## src/rtl/shift_reg_pkg.sv

```systemverilog
// Shared helpers for the elastic shift register: counter sizing and parameter sanity checks.
package shift_reg_pkg;

  // Bits needed to hold an occupancy value in 0..n.
  function automatic int unsigned cnt_width(input int unsigned n);
    return $clog2(n + 1);
  endfunction

  // A pipeline needs at least one stage.
  function automatic bit stages_ok(input int unsigned n);
    return n >= 1;
  endfunction

endpackage

```

## src/rtl/elastic_stage.sv

```systemverilog
// One elastic pipeline slot: a data register plus its valid flag, loaded when ld_i is high.
module elastic_stage #(
  parameter int unsigned      WIDTH       = 3,
  parameter logic [WIDTH-1:0] RESET_VALUE = '0
) (
  input  logic             clk,
  input  logic             rst_n,
  input  logic             clr_i,
  input  logic             ld_i,
  input  logic [WIDTH-1:0] data_i,
  input  logic             valid_i,
  output logic [WIDTH-1:0] data_o,
  output logic             valid_o
);

  logic [WIDTH-1:0] data_q, data_d;
  logic             valid_q, valid_d;

  // Next state: clear drops the valid but keeps data; otherwise load or hold.
  always_comb begin
    data_d  = data_q;
    valid_d = valid_q;
    if (clr_i) begin
      valid_d = 1'b0;
    end else if (ld_i) begin
      data_d  = data_i;
      valid_d = valid_i;
    end
  end

  // Slot registers.
  always_ff @(posedge clk or negedge rst_n) begin
    if (!rst_n) begin
      data_q  <= RESET_VALUE;
      valid_q <= 1'b0;
    end else begin
      data_q  <= data_d;
      valid_q <= valid_d;
    end
  end

  assign data_o  = data_q;
  assign valid_o = valid_q;

endmodule

```

## src/rtl/elastic_shift_register.sv

```systemverilog
// Elastic register pipeline with ready/valid on both sides, bubble collapsing, flush and occupancy count.
module elastic_shift_register
  import shift_reg_pkg::*;
#(
  parameter int unsigned      WIDTH         = 3,
  parameter int unsigned      NUM_OF_STAGES = 2,
  parameter logic [WIDTH-1:0] RESET_VALUE   = '0,
  localparam int unsigned     CW            = cnt_width(NUM_OF_STAGES)
) (
  input  logic             clk,
  input  logic             reset,
  input  logic             flush,
  input  logic             in_valid,
  output logic             in_ready,
  input  logic [WIDTH-1:0] in_data,
  output logic             out_valid,
  input  logic             out_ready,
  output logic [WIDTH-1:0] out_data,
  output logic [CW-1:0]    count,
  output logic             empty,
  output logic             full
);

  localparam int unsigned N = NUM_OF_STAGES;

  if (!stages_ok(N)) begin : g_bad_depth
    $error("elastic_shift_register: NUM_OF_STAGES must be at least 1");
  end

  logic [N-1:0]     ld;
  logic [N-1:0]     v;
  logic [WIDTH-1:0] r [N];
  logic [CW-1:0]    count_q, count_d;
  logic             in_fire, out_fire;

  // Load-enable chain: a slot advances when it is empty or the slot ahead advances.
  always_comb begin
    ld        = '0;
    ld[N-1]   = ~v[N-1] | out_ready;
    for (int i = int'(N) - 2; i >= 0; i--) begin
      ld[i] = ~v[i] | ld[i+1];
    end
  end

  // Handshake outputs are forced quiet while reset is held or a flush is pending.
  assign in_ready  = reset & ld[0] & ~flush;
  assign out_valid = reset & v[N-1] & ~flush;
  assign out_data  = reset ? r[N-1] : RESET_VALUE;
  assign in_fire   = in_valid & in_ready;
  assign out_fire  = out_valid & out_ready;

  // Stage instances; stage 0 is fed from the input port, the rest from their predecessor.
  for (genvar i = 0; i < N; i++) begin : g_stage
    logic [WIDTH-1:0] d_in;
    logic             v_in;
    if (i == 0) begin : g_head
      assign d_in = in_data;
      assign v_in = in_fire;
    end else begin : g_body
      assign d_in = r[i-1];
      assign v_in = v[i-1];
    end
    elastic_stage #(
      .WIDTH       (WIDTH),
      .RESET_VALUE (RESET_VALUE)
    ) u_stage (
      .clk     (clk),
      .rst_n   (reset),
      .clr_i   (flush),
      .ld_i    (ld[i]),
      .data_i  (d_in),
      .valid_i (v_in),
      .data_o  (r[i]),
      .valid_o (v[i])
    );
  end

  // Occupancy next state: flush empties, otherwise track accepted minus delivered words.
  always_comb begin
    count_d = count_q;
    if (flush) begin
      count_d = '0;
    end else begin
      count_d = count_q + CW'(in_fire) - CW'(out_fire);
    end
  end

  // Occupancy register.
  always_ff @(posedge clk or negedge reset) begin
    if (!reset) begin
      count_q <= '0;
    end else begin
      count_q <= count_d;
    end
  end

  assign count = reset ? count_q : '0;
  assign empty = ~reset | (count_q == '0);
  assign full  = reset & (count_q == CW'(N));

endmodule

```

## config.mk

```make
export PLATFORM = sky130hd
export DESIGN_NAME = elastic_shift_register
export DESIGN_NICKNAME = d
export VERILOG_FILES = /design/src/rtl/shift_reg_pkg.sv /design/src/rtl/elastic_stage.sv /design/src/rtl/elastic_shift_register.sv
export SDC_FILE = /design/constraint.sdc
export NUM_CORES = 1
export LEC_CHECK = 0
export CAP_MARGIN = 40
export CORE_AREA = 2 2 39 41
export DETAILED_ROUTE_END_ITERATION = 6
export DIE_AREA = 0 0 41 43
export HOLD_SLACK_MARGIN = 0.1
export PLACE_DENSITY_LB_ADDON = 0.2
export SLEW_MARGIN = 5
export SYNTH_ARGS = -nofsm -noshare
export SYNTH_HDL_FRONTEND = slang
export SYNTH_SLANG_ARGS = --single-unit
export TNS_END_PERCENT = 20
```

## constraint.sdc

```tcl
create_clock -name clk -period 2.2 [get_ports clk]
set_input_delay 0.22 -clock clk [delete_from_list [all_inputs] [get_ports clk]]
set_output_delay 0.22 -clock clk [all_outputs]
set_load 0.02 [all_outputs]
```

==> impl_results.md <==
* Hold buffers post-CTS at 0
* Peak supply drop at 0.341 mV
* Die height at 43 um
* PD cells at 559 nW/um2
* RR Startpoint: g_stage[1].u_stage.valid_o
* Max Fclk at 0.511 GHz
* Slew @ Worst Pin at 0.215 ns
* Leakage at 0.358 nW
* GRT overflow at 0
* PortBufs at 16
* Starting Density at 38.5%
* Area growth syn-to-layout at 41.5%
* Post-route ant nets at 0
* Critical path data arrival time at 1.74 ns
* Avg Synthesized Cell Area at 12.4 um2
* Ports at 17
* Post-cts sizing count at 0
* Layout cells sized above 1 at 29.2%
* Root Driver: clkbuf_4
* Die X at 41 um
* Initial antenna violation count at 0
* Post-synthesis instance area at 533 um2
* Final non-filler cell area at 754 um2
* Setup TNS at 0 ns
* Critical Path RT at 1.98 ns
* Rel. slew slack at 85.6%
* H-tree depth at 1
* Clock sinks at 10
* Clock Skews at 0.00106 ns
* Vias in the first global route at 371
* R2R Path End: count_q[1]
* Critical Path Source Type: input pin
* Routed vias/inst at 4.73
* Clock Latency Late Sink at 0.25 ns
* Fin crit share at 89.0%
* Row cnt at 14
* Total GRT Usage at 12.1%
* Endpoints failing hold at 0
* Core region area at 1380 um2
* RSZ-0062 raised after global routing: no
* Yosys Warn Count at 0
* Final Net Count at 77
* Final Non-Filler Cells at 81
* Routability congestion estimate at 0.592
* DR vias at 383
* Reg2Reg Setup Slack at 0.37 ns
* Dpl hpwl at 712 um
* Syn Nets at 53
* Outcome: finished clean
* Fin crit period at 1.96 ns
* Worst-path fanout max at 3
* Sequential fraction of the synthesis area at 46.9%
* Final Power at 421 uW
* R2r worst-path depth at 9
* Largest net degree at the start of global routing at 14
* Die ar. at 1760 um2
* Initial DRC Count at 3
* Final setup margin at 0.243 ns
* Gate count of the mapped netlist at 43
* WS Path Type: input pin to output port
* First-pass GRT wire length at 1.48 mm
* Max Cap Viol at 0
* WL final at 884 um
* Crit end category: output port
* Pre-CTS setup slack at 0.0197 ns
* Placed Cells incl. Taps at 78
* CTS tree: built
* Pre-antenna DRT Iters at 2
* Cts bufs inserted at 3
* Clock Pin Slew Worst Setup and Hold Paths at 0.06 ns
* Post-DR wirelength/cell at 10.9 um
* Slew Limit Fails at 0
* Min-Delay Path Class: input pin to asynchronous set/reset pin
* # diodes at 0
* Post-synth cell types at 20
* Placed standard-cell area at 732 um2
* CTS Buffer Depth at 2
* DR DRC count at 0
* Setup repair bufs after CTS at 0
* Synthesized flop and latch total at 10
* Final setup fails at 0
==> worst max path at each step <==
stage | to | cells after the start | slack (ns) | from
after global placement | count_q[1] | 10 | 0.05 | out_ready
after floorplan | count_q[1] | 9 | 0.22 | g_stage[1].u_stage.valid_o
after CTS | full | 5 | 0.23 | reset
final | in_ready | 4 | 0.24 | out_ready
after global routing | full | 5 | 0.13 | reset
after detailed placement | count_q[1] | 10 | 0.02 | out_ready
==> sequential cells by signal, indices dropped and copies added, names as in the netlist <==
name	flops
count_q	2
g_stage.u_stage.data_o	6
g_stage.u_stage.valid_o	2
==> power by group <==
part	switching, mW	total [mW]	internal [mW]
combinational	0.0374	0.0938	0.0564
clock	0.0535	0.116	0.0627
sequential	0.00984	0.211	0.202
==> logic make-up (layout without fill, tap and decap cells) <==
| family | Yosys count | after routing | share of synthesized area [%] |
|---|---|---|---|
| buf+inv | 2 | 24 | 2.82 |
| fa+ha+maj | 2 | 2 | 4.69 |
| compound gates | 2 | 2 | 1.88 |
| flops | 10 | 10 | 46.9 |
| simple gates | 19 | 19 | 25.6 |
| mux | 6 | 6 | 14.8 |
| xor+xnor | 2 | 2 | 3.29 |
==> synth_stat cells (all sizes together) <==
library cell	number	area, um2
o21ai	1	5.00
inv	1	3.75
and4b	1	11.3
and2b	1	8.76
nor2	6	37.5
dfrtp	10	250
and2	5	31.3
xor2	1	8.76
mux2	6	78.8
nand2	1	3.75
buf	1	11.3
xnor2	1	8.76
and3b	2	18.8
nor2b	2	12.5
nor3b	1	12.5
a21oi	1	5.00
ha	2	25.0
==> worst max-delay path, cell delays in order <==
cell             delay, ns
clkdlybuf4s50_1       0.49
and3b_2               0.22
nor3b_2               0.18
clkdlybuf4s50_1       0.63
==> cells in the final DEF (no fill, tap or decap) <==
| master | instances |
|---|---|
| a21oi_1 | 1 |
| and2_1 | 5 |
| and2b_2 | 1 |
| and3b_1 | 1 |
| and3b_2 | 1 |
| and4b_2 | 1 |
| buf_4 | 4 |
| clkbuf_4 | 3 |
| clkdlybuf4s50_1 | 16 |
| dfrtp_1 | 10 |
| ha_1 | 2 |
| inv_1 | 1 |
| mux2_2 | 3 |
| mux2_4 | 3 |
| nand2_1 | 1 |
| nor2_1 | 4 |
| nor2_4 | 2 |
| nor2b_1 | 2 |
| nor3b_2 | 1 |
| o21ai_0 | 1 |
| xnor2_1 | 1 |
| xor2_1 | 1 |
==> per-stage QoR <==
stage               hold WS (ns)  utilization, %
finish                     0.307            54.5
global route               0.326            54.5
CTS                        0.306            54.5
detailed placement         0.487            52.9
global placement           0.483            52.9
floorplan                -0.0756               -
==> cell type report <==
cell class                      instances  area (um2)
Multi-Input combinational cell         31         268
Clock buffer                            3        22.5
Sequential cell                        10         250
Tap cell                               16        20.0
Timing Repair Buffer                   20         190
Inverter                                1        3.75
Fill cell                             130         629
==> metal layers <==
layer  share of wire (%)  GRT usage (%)  vias up
met5                   0              0        -
met4                   0           4.00        0
met3                 8.9           3.14        0
met2                  44           18.4       16
met1                  47           16.1      178
li1                    -              -      189
(Power assumes the default switching activity.)
